File: src/rtl/mbist_pkg.sv
// Shared types and March C- element tables for the MBIST controller.
// Six elements: (w0) up(r0,w1) up(r1,w0) dn(r0,w1) dn(r1,w0) (r0).
package mbist_pkg;

    typedef enum logic [1:0] {IDLE, RUN, DRAIN, DONE} state_e;

    typedef enum logic [2:0] {
        E_W0,
        E_R0W1_UP,
        E_R1W0_UP,
        E_R0W1_DN,
        E_R1W0_DN,
        E_R0_FINAL
    } elem_e;

    localparam int unsigned NUM_ELEMS = 6;
    localparam int unsigned OP_ADDR_W = 16;

    // Per-element tables, indexed by elem_e; bits 7:6 are unused encodings.
    localparam logic [7:0] ELEM_DOWN   = 8'b0001_1000;
    localparam logic [7:0] ELEM_HAS_RD = 8'b0011_1110;
    localparam logic [7:0] ELEM_HAS_WR = 8'b0001_1111;
    localparam logic [7:0] ELEM_RD_ONE = 8'b0001_0100;
    localparam logic [7:0] ELEM_WR_ONE = 8'b0000_1010;

    // data is the background bit: 0 = all-zeros word, 1 = all-ones word.
    typedef struct packed {
        logic                 valid;
        logic                 is_write;
        logic [OP_ADDR_W-1:0] addr;
        logic                 data;
        elem_e                elem;
    } op_t;

    function automatic logic [1:0] elem_num_ops(elem_e e);
        return {1'b0, ELEM_HAS_RD[e]} + {1'b0, ELEM_HAS_WR[e]};
    endfunction

    // The read (if any) is op 0; the write follows it.
    function automatic op_t make_op(elem_e e, logic [OP_ADDR_W-1:0] addr, logic op);
        op_t o;
        o.valid    = 1'b1;
        o.is_write = ELEM_HAS_WR[e] & (op | ~ELEM_HAS_RD[e]);
        o.data     = o.is_write ? ELEM_WR_ONE[e] : ELEM_RD_ONE[e];
        o.addr     = addr;
        o.elem     = e;
        return o;
    endfunction

endpackage

File: src/rtl/mbist_march_ctrl_if.sv
// Memory command/response bus between the MBIST controller and the memory model.
interface mbist_march_ctrl_if #(
    parameter int unsigned ADDR_WIDTH = 4,
    parameter int unsigned DATA_WIDTH = 8
);
    logic                  mem_write_read;
    logic [ADDR_WIDTH-1:0] mem_address;
    logic [DATA_WIDTH-1:0] mem_wdata;
    logic [DATA_WIDTH-1:0] mem_rdata;

    modport master (output mem_write_read, mem_address, mem_wdata, input mem_rdata);
    modport slave  (input mem_write_read, mem_address, mem_wdata, output mem_rdata);
endinterface

File: src/rtl/mbist_cmp.sv
// S2/S3 delay line, read-data comparator and saturating mismatch counter.
// Optional first-failure log under `MBIST_FAIL_LOG_EN`.
module mbist_cmp
    import mbist_pkg::*;
#(
    parameter int unsigned DATA_WIDTH = 8,
    parameter int unsigned ADDR_WIDTH = 4,
    parameter int unsigned CNT_WIDTH  = 16
) (
    input  logic                  clk,
    input  logic                  rst_n,
    input  logic                  clr,
    input  op_t                   op_in,
    input  logic [DATA_WIDTH-1:0] rdata,
    output logic                  pipe_busy,
    output logic                  fail,
`ifdef MBIST_FAIL_LOG_EN
    output logic [ADDR_WIDTH-1:0] first_fail_addr,
    output logic [2:0]            first_fail_elem,
    output logic [DATA_WIDTH-1:0] first_fail_rdata,
`endif
    output logic [CNT_WIDTH-1:0]  fail_count
);

    op_t                 s2_q, s3_q;
    logic                fail_q;
    logic [CNT_WIDTH-1:0] fail_count_q;
    logic                mismatch;
    logic                unused_s3;

    // rdata lines up with S3: read issued from S1 returns two cycles later.
    assign mismatch  = s3_q.valid && !s3_q.is_write && (rdata != {DATA_WIDTH{s3_q.data}});
    assign pipe_busy = s2_q.valid | s3_q.valid;
    assign unused_s3 = ^{s3_q.addr, s3_q.elem};

`ifdef MBIST_FAIL_LOG_EN
    logic [ADDR_WIDTH-1:0] ff_addr_q;
    logic [2:0]            ff_elem_q;
    logic [DATA_WIDTH-1:0] ff_rdata_q;

    always_ff @(posedge clk) begin
        if (!rst_n || clr) begin
            ff_addr_q  <= '0;
            ff_elem_q  <= '0;
            ff_rdata_q <= '0;
        end else if (mismatch && !fail_q) begin
            ff_addr_q  <= s3_q.addr[ADDR_WIDTH-1:0];
            ff_elem_q  <= s3_q.elem;
            ff_rdata_q <= rdata;
        end
    end

    assign first_fail_addr  = ff_addr_q;
    assign first_fail_elem  = ff_elem_q;
    assign first_fail_rdata = ff_rdata_q;
`endif

    always_ff @(posedge clk) begin
        if (!rst_n) begin
            s2_q         <= '0;
            s3_q         <= '0;
            fail_q       <= 1'b0;
            fail_count_q <= '0;
        end else begin
            s2_q <= op_in;
            s3_q <= s2_q;
            if (clr) begin
                fail_q       <= 1'b0;
                fail_count_q <= '0;
            end else if (mismatch) begin
                fail_q <= 1'b1;
                if (fail_count_q != '1) fail_count_q <= fail_count_q + CNT_WIDTH'(1);
            end
        end
    end

    assign fail       = fail_q;
    assign fail_count = fail_count_q;

endmodule

File: src/rtl/mbist_march_ctrl.sv
// March C- BIST controller: op generator (S0/S1) feeding mbist_cmp (S2/S3).
// Optional first-failure log ports under `MBIST_FAIL_LOG_EN`.
module mbist_march_ctrl
    import mbist_pkg::*;
#(
    parameter int unsigned DATA_WIDTH = 8,
    parameter int unsigned ADDR_WIDTH = 4,
    parameter int unsigned DEPTH      = 16,
    parameter int unsigned CNT_WIDTH  = 16
) (
    input  logic                  clk,
    input  logic                  rst_n,
    input  logic                  start,
    output logic                  busy,
    output logic                  done,
    output logic                  fail,
    output logic [CNT_WIDTH-1:0]  fail_count,
`ifdef MBIST_FAIL_LOG_EN
    output logic [ADDR_WIDTH-1:0] first_fail_addr,
    output logic [2:0]            first_fail_elem,
    output logic [DATA_WIDTH-1:0] first_fail_rdata,
`endif
    mbist_march_ctrl_if.master    mem
);

    localparam logic [ADDR_WIDTH-1:0] LAST_ADDR = ADDR_WIDTH'(DEPTH - 1);

    state_e                state_q;
    logic                  busy_q, done_q;
    elem_e                 cur_elem_q, nxt_elem;
    logic [ADDR_WIDTH-1:0] cur_addr_q, nxt_addr;
    logic                  cur_op_q, nxt_op;
    logic                  elem_end, cur_last, accept, cmp_busy;
    op_t                   s0_q, s1_q;
    logic                  unused_s1_addr;

    assign accept = ((state_q == IDLE) || (state_q == DONE)) && start;

    // Cursor = the op to load into S0 on the next RUN cycle.
    always_comb begin
        nxt_elem = cur_elem_q;
        nxt_addr = cur_addr_q;
        nxt_op   = 1'b0;
        elem_end = ELEM_DOWN[cur_elem_q] ? (cur_addr_q == '0) : (cur_addr_q == LAST_ADDR);
        cur_last = (cur_elem_q == E_R0_FINAL) && elem_end;
        if ((elem_num_ops(cur_elem_q) == 2'd2) && !cur_op_q) begin
            nxt_op = 1'b1;
        end else if (elem_end) begin
            nxt_elem = elem_e'(cur_elem_q + 3'd1);
            nxt_addr = ELEM_DOWN[nxt_elem] ? LAST_ADDR : '0;
        end else begin
            nxt_addr = ELEM_DOWN[cur_elem_q] ? cur_addr_q - ADDR_WIDTH'(1)
                                             : cur_addr_q + ADDR_WIDTH'(1);
        end
    end

    always_ff @(posedge clk) begin
        if (!rst_n) begin
            state_q    <= IDLE;
            busy_q     <= 1'b0;
            done_q     <= 1'b0;
            cur_elem_q <= E_W0;
            cur_addr_q <= '0;
            cur_op_q   <= 1'b0;
            s0_q       <= '0;
            s1_q       <= '0;
        end else begin
            s1_q <= s0_q;
            s0_q <= '0;
            case (state_q)
                IDLE, DONE: begin
                    if (accept) begin
                        state_q    <= RUN;
                        busy_q     <= 1'b1;
                        done_q     <= 1'b0;
                        // Op 0 goes straight into S0 on the accepting edge.
                        s0_q       <= make_op(E_W0, '0, 1'b0);
                        cur_elem_q <= E_W0;
                        cur_addr_q <= ADDR_WIDTH'(1);
                        cur_op_q   <= 1'b0;
                    end
                end
                RUN: begin
                    s0_q       <= make_op(cur_elem_q, OP_ADDR_W'(cur_addr_q), cur_op_q);
                    cur_elem_q <= nxt_elem;
                    cur_addr_q <= nxt_addr;
                    cur_op_q   <= nxt_op;
                    if (cur_last) state_q <= DRAIN;
                end
                DRAIN: begin
                    if (!s0_q.valid && !s1_q.valid && !cmp_busy) begin
                        state_q <= DONE;
                        busy_q  <= 1'b0;
                        done_q  <= 1'b1;
                    end
                end
                default: state_q <= IDLE;
            endcase
        end
    end

    // Empty stages hold all-zero ops, so idle commands read address 0 with wdata 0.
    assign mem.mem_write_read = s1_q.is_write;
    assign mem.mem_address    = s1_q.addr[ADDR_WIDTH-1:0];
    assign mem.mem_wdata      = {DATA_WIDTH{s0_q.is_write & s0_q.data}};
    assign unused_s1_addr     = ^s1_q.addr;

    assign busy = busy_q;
    assign done = done_q;

    mbist_cmp #(
        .DATA_WIDTH(DATA_WIDTH),
        .ADDR_WIDTH(ADDR_WIDTH),
        .CNT_WIDTH (CNT_WIDTH)
    ) u_cmp (
        .clk             (clk),
        .rst_n           (rst_n),
        .clr             (accept),
        .op_in           (s1_q),
        .rdata           (mem.mem_rdata),
        .pipe_busy       (cmp_busy),
        .fail            (fail),
`ifdef MBIST_FAIL_LOG_EN
        .first_fail_addr (first_fail_addr),
        .first_fail_elem (first_fail_elem),
        .first_fail_rdata(first_fail_rdata),
`endif
        .fail_count      (fail_count)
    );

endmodule
File: src/flat_wrapper.sv
// flat-port wrapper written by rule: the top's interface ports become plain ports
module mbist_march_ctrl_flat import mbist_pkg::*;
#(
    parameter int unsigned DATA_WIDTH = 8,
    parameter int unsigned ADDR_WIDTH = 4,
    parameter int unsigned DEPTH      = 16,
    parameter int unsigned CNT_WIDTH  = 16
)
  (clk, rst_n, start, busy, done, fail, fail_count, mem_mem_write_read, mem_mem_address, mem_mem_wdata, mem_mem_rdata);
  mbist_march_ctrl_if #(.ADDR_WIDTH(ADDR_WIDTH), .DATA_WIDTH(DATA_WIDTH)) mem_i ();
  input  logic clk;
  input  logic rst_n;
  input  logic start;
  output logic busy;
  output logic done;
  output logic fail;
  output logic [CNT_WIDTH-1:0] fail_count;
  output wire logic [$bits(mem_i.mem_write_read)-1:0] mem_mem_write_read;
  output wire logic [$bits(mem_i.mem_address)-1:0] mem_mem_address;
  output wire logic [$bits(mem_i.mem_wdata)-1:0] mem_mem_wdata;
  input wire logic [$bits(mem_i.mem_rdata)-1:0] mem_mem_rdata;
  assign mem_mem_write_read = mem_i.mem_write_read;
  assign mem_mem_address = mem_i.mem_address;
  assign mem_mem_wdata = mem_i.mem_wdata;
  assign mem_i.mem_rdata = mem_mem_rdata;
  mbist_march_ctrl #(.DATA_WIDTH(DATA_WIDTH), .ADDR_WIDTH(ADDR_WIDTH), .DEPTH(DEPTH), .CNT_WIDTH(CNT_WIDTH)) u_core (.clk(clk), .rst_n(rst_n), .start(start), .busy(busy), .done(done), .fail(fail), .fail_count(fail_count), .mem(mem_i));
endmodule
File: config.mk
export PLATFORM = sky130hd
export DESIGN_NAME = mbist_march_ctrl_flat
export DESIGN_NICKNAME = d
export VERILOG_FILES = /design/src/rtl/mbist_pkg.sv /design/src/rtl/mbist_march_ctrl_if.sv /design/src/rtl/mbist_cmp.sv /design/src/rtl/mbist_march_ctrl.sv /design/src/flat_wrapper.sv
export SDC_FILE = /design/constraint.sdc
export NUM_CORES = 1
export LEC_CHECK = 0
export ABC_AREA = 0
export CAP_MARGIN = 20
export CORE_MARGIN = 3
export CORE_UTILIZATION = 53
export DETAILED_ROUTE_END_ITERATION = 12
export GPL_TIMING_DRIVEN = 0
export PLACE_DENSITY = 0.79
export SYNTH_ARGS = -nofsm -noshare
export SYNTH_HDL_FRONTEND = slang
export SYNTH_SLANG_ARGS = --single-unit
File: constraint.sdc
create_clock -name clk -period 2.29 [get_ports clk]
set_input_delay 0.229 -clock clk [delete_from_list [all_inputs] [get_ports clk]]
set_output_delay 0.229 -clock clk [all_outputs]
set_load 0.02 [all_outputs]
# Yosys cells after proc, flatten, opt, wreduce, memory -nomap -nowiden
# Memory sizes are Yosys's and may differ from the RTL's. A register that Yosys moved wholly into a read port is not among the register bits.
# Index checks and enable logic that the tools add are counted.
[totals]
regBits = 49
rom_bits = 48
out_inout_bits = 32
n_memories = 6
[memory_table]
columns = ["memory", "depth", "word_bits", "read_ports", "rd_ports_with_merged_regs", "wr", "line", "text"]
rows = [
  ["(name not given)", 8, 1, 1, 0, 0, "mbist_march_ctrl.sv:50", "nxt_addr = ELEM_DOWN[nxt_elem] ? LAST_ADDR : '0;"],
  ["(name not given)", 8, 1, 1, 1, 0, "mbist_march_ctrl.sv:44", "elem_end = ELEM_DOWN[cur_elem_q] ? (cur_addr_q == '0) : (cur_addr_q == LAST_ADDR);"],
  ["(name not given)", 8, 1, 1, 1, 0, "mbist_pkg.sv:44", "o.data = o.is_write ? ELEM_WR_ONE[e] : ELEM_RD_ONE[e];"],
  ["(name not given)", 8, 1, 1, 1, 0, "mbist_pkg.sv:36", "return {1'b0, ELEM_HAS_RD[e]} + {1'b0, ELEM_HAS_WR[e]};"],
  ["(name not given)", 8, 1, 1, 1, 0, "mbist_pkg.sv:36", ""],
  ["(name not given)", 8, 1, 1, 1, 0, "mbist_pkg.sv:44", ""],
]
[op_classes]
n_addsub = 5
n_lt_le_gt_ge = 2
n_eq_ne = 13
n_mux = 42
bitwise = 6
n_reduce_logical = 25
[op_table]
columns = ["op", "count"]
rows = [
  ["22-bit case mux with 2 select lines", 1],
  ["3-bit 2-to-1 mux", 13],
  ["22-bit 2-to-1 mux", 1],
  ["4-bit 2-to-1 mux", 5],
  ["16-bit by 1-bit adder with 16-bit output, second input constant", 1],
  ["16-bit != test, second input constant", 1],
  ["1-bit 2-to-1 mux", 13],
  ["3-bit AND reduction", 3],
  ["3-bit by 4-bit less-than comparator with 1-bit output, second input constant", 2],
  ["2-bit by 1-bit != test with 1-bit output, second input constant", 4],
  ["8-bit != test", 1],
  ["4-bit case mux with 2 select lines", 1],
  ["1-bit logical AND", 7],
  ["2-bit equality test, second input constant", 3],
  ["2-bit 2-to-1 mux", 3],
  ["1-bit case mux with 2 select lines", 3],
  ["2-bit case mux with 3 select lines", 1],
  ["3-bit case mux with 2 select lines", 1],
  ["1-bit logical NOT", 5],
  ["4-bit by 1-bit adder with 4-bit output, second input constant", 1],
  ["4-bit equality test, second input constant", 1],
  ["4-bit logical NOT", 1],
  ["2-bit AND reduction", 2],
  ["4-bit AND reduction", 1],
  ["13 further kinds", 18],
]

# Longest topological paths before layout
[depth]
depth_word = 9
ltp_mapped = 9
depth_no_buf = 8

# Cells and area by module
# From an unflattened synthesis, not the netlist that was laid out.
[unflattened]
cells_unflattened = 289
hier_area_um2 = 2708.8
[modules_own_cells]
columns = ["module", "instances", "cells_per_inst", "area_each_um2", "seq_area_each_um2"]
rows = [
  ["mbist_march_ctrl", 1, 171, 1670.4, 740.7],
  ["mbist_cmp", 1, 118, 1038.5, 460.4],
]

# Worst setup path after synthesis
# OpenSTA, ideal clock, no wires.
[synth_timing]
path_type = "flip-flop to flip-flop"
from = "reg u_core.state_q[0]"
to = "reg with a tool-made name"
setup_ns = 0.123
arrival_time_ns = 1.844
slack_ns = 0.323
stages_incl_launch_ff = 9
n_path_buf = 1
path_cell_list = "dfxtp_1 > inv_1 > ha_1 > buf_2 > mux2i_1 > nor3_1 > a211oi_2 > nand2b_1 > mux2_1"
[synth_rtl]
columns = ["element", "line", "text"]
rows = [
  ["start: declaration", "mbist_march_ctrl.sv:28", "state_e state_q;"],
  ["start signal: assignment", "mbist_march_ctrl.sv:59", "state_q <= IDLE;"],
  ["start signal: assignment", "mbist_march_ctrl.sv:73", "state_q <= RUN;"],
  ["start signal: assignment", "mbist_march_ctrl.sv:88", "if (cur_last) state_q <= DRAIN;"],
]

==> impl_metrics.ini <==
[hold_path]
hp-class = flop to flop
whs_path_depth = 1

[clock_tree]
clock-sinks = 54
tritoncts = yes
clk_pin_slew_ps = 90
htreeDepth = 2
cts_max_path_buffers = 2
cts_hold_buffers = 0
clkLatencyLatePin_ps = 300
clockRootBuffer = clkbuf_8
cts_buffers = 5
post_cts_buffers = 0
ctsResizeCount = 0

[drt]
wl_per_cell_um = 12.9
wl_mm = 5.30
viasPerCell = 5.64
dr.pass1.iters = 4
ant_nets = 0
drc = 0
vias = 2312
drtIter0Drc = 102

[synthesis]
synth_seq_cells = 54
synth_edf_count = 0
syn_area_mm2 = 0.00271
synth-seq-area-share = 0.399
synth-async-reset-ratio = 0
synth_fp_nets = 316
yosysUniqueCellTypes = 60
syn_inst = 294
synth.area.top_cells = dfxtp_1 (40%), ha_1 (4.6%), and2_1 (3.2%)
synth_ff_type = dfxtp_1
yosys_warnings = 0
synth.avg_cell_area_um2 = 9.23
synth_top_area_share = 0.399
yosysTopAreaCell = dfxtp_1

[worst_setup_path]
required_ps = 2480
ff2ff_setup_slack_ps = 130
cp_max_fo = 8
end_kind = flop
max_stage_delay_ps = 390
reg2reg_depth = 8
cp-start-kind = flop
path_class = flop to flop
crit_path_top_delay_cell = dfxtp_1
arrival_ps = 2350
crit_chain = inv_1, ha_1, buf_2, mux2_2, nand4_1, o211ai_2, nand2b_1, mux2_1

[power]
switchingPower_uw = 722
p_clk_frac = 0.232
leakage_uw = 0.00125
power.internal_uw = 1480
power_frac_comb = 0.282
switching_share = 0.327
peakVddDrop_v = 0.000779
p_seq_frac = 0.487
power_density_mw_per_mm2 = 665

[floorplanning]
die_h_um = 77.5
dieArea_mm2 = 0.00601
core_mm2 = 0.00485
initial_core_util = 0.559
die_w_um = 77.5
ios = 43
num_rows = 25

[flow_run]
cap_violations = 0

[finish]
area_delta_synth_final_pct = 22.3
antenna_cells = 0
layout_common_cells = dfxtp_1 (54), clkdlybuf4s50_1 (41), nand2_1 (20)
utilization = 0.684
finalNonFillerCells = 410
nets = 364
layout-drive-gt1-share = 0.146
layout_commonest_cell = dfxtp_1

[global_route]
antenna_found_initial = 0
grt_max_degree = 17
grt_pass1_vias = 1971
grtUsageTotal = 0.175
grt_pass1_wl_mm = 8.68
grt_overflow = 0

[sta]
fin_worst_skew_ps = 7.00
holdWs_ps = 438
finalCritPeriodShare = 0.943
fin_tns_setup_ps = 0
period_minus_slack_ps = 2160
worst_pin_slew_ps = 667
setup_slack_ps = 131
grt_setup_unrepaired = false
finalSetupViolCount = 0
hold_viol = 0
fmax_mhz = 463
relSlewSlack = 0.556
drv_slew = 0

[place]
port_buffers = 41
post-place-cells = 402
post-place-ws_ps = 58.5
gp_congestion = 0.836
dp_hpwl_mm = 4.06

[run_status]
status = complete, no violations
## flip-flops by register name, indices dropped and copies added, names as in the netlist, named ones only
signal,cells
u_core.state_q,2
u_core.busy,1
u_core.u_cmp.s2_q,3
u_core.cur_addr_q,4
u_core.u_cmp.s3_q,3
u_core.s0_q,7
u_core.mem.mem_address,4
u_core.mem.mem_write_read,1
u_core.s1_q,2
u_core.cur_elem_q,3
u_core.cur_op_q,1
u_core.u_cmp.fail,1
u_core.done,1
u_core.u_cmp.fail_count,16
## power by group through the flow
stage / Clock [uW] / Sequential, uW / Combinational (uW)
5_1_grt: 558 / 1090 / 687
6_report: 511 / 1070 / 621
3_3_place_gp: 0 / 1090 / 563
3_5_place_dp: 0 / 1090 / 580
4_1_cts: 527 / 1070 / 585
2_1_floorplan: 0 / 1100 / 399
## layer usage
metal,part of all wire,vias to the layer above,global-route usage
met4,0.0074,0,0.0480
met1,0.45,1094,0.215
met5,0,-,0
li1,-,1165,-
met3,0.045,4,0.0418
met2,0.50,49,0.305
## cells in the mapped netlist, drive strengths merged (5+ instances only)
library cell,count
clkbuf,5
dfxtp,54
ha,10
and2,14
nor3,7
a31oi,6
o31ai,8
a21oi,22
nand2,21
and3,6
mux2i,6
inv,12
or4,9
o21ai,14
nor2,16
buf,15
nand3,11
## path summary, 6_finish.rpt
| kind | start | endpoint |
|---|---|---|
| worst min register to register | u_core.s0_q[5] | u_core.mem.mem_address[1] |
| worst max register to register | u_core.state_q[0] | flop |
| worst min-delay path | u_core.s0_q[5] | u_core.mem.mem_address[1] |
| worst max-delay path | u_core.state_q[0] | flop |
## through the flow
| stage | area [um^2] | power [uW] |
|---|---|---|
| floorplan | 2710 | 1500 |
| global placement | 3210 | 1650 |
| detailed placement | 3210 | 1670 |
| CTS | 3290 | 2180 |
| global route | 3320 | 2330 |
| finish | 3320 | 2200 |
## cell families after synthesis
logic type	count (synthesis)	share of synthesized area
DFF	54	0.399
and+or+nand+nor	114	0.245
adders and majority gates	11	0.0535
buffers and inverters	32	0.0692
AOI/OAI and AO/OA	72	0.189
muxes	8	0.0351
xor gates and xnor gates	3	0.00969
## cell type report
type	instances	area (um^2)
plain buffers	20	144
clock buffers	6	72.6
clock inverters	2	13.8
fillers	415	1530
inverters	12	45.0
multi-input cells	208	1470
flip-flops and latches	54	1080
well taps	67	83.8
repair buffers	41	410
## critical path: cells and delay by family (launching register included)
family,cells,cell delay (ps)
DFF,1,390
and+or+nand+nor,2,320
adders and majority gates,1,260
muxes,2,680
AOI/OAI and AO/OA,1,150
buffers and inverters,2,250
Power figures use the tool's default switching activity.
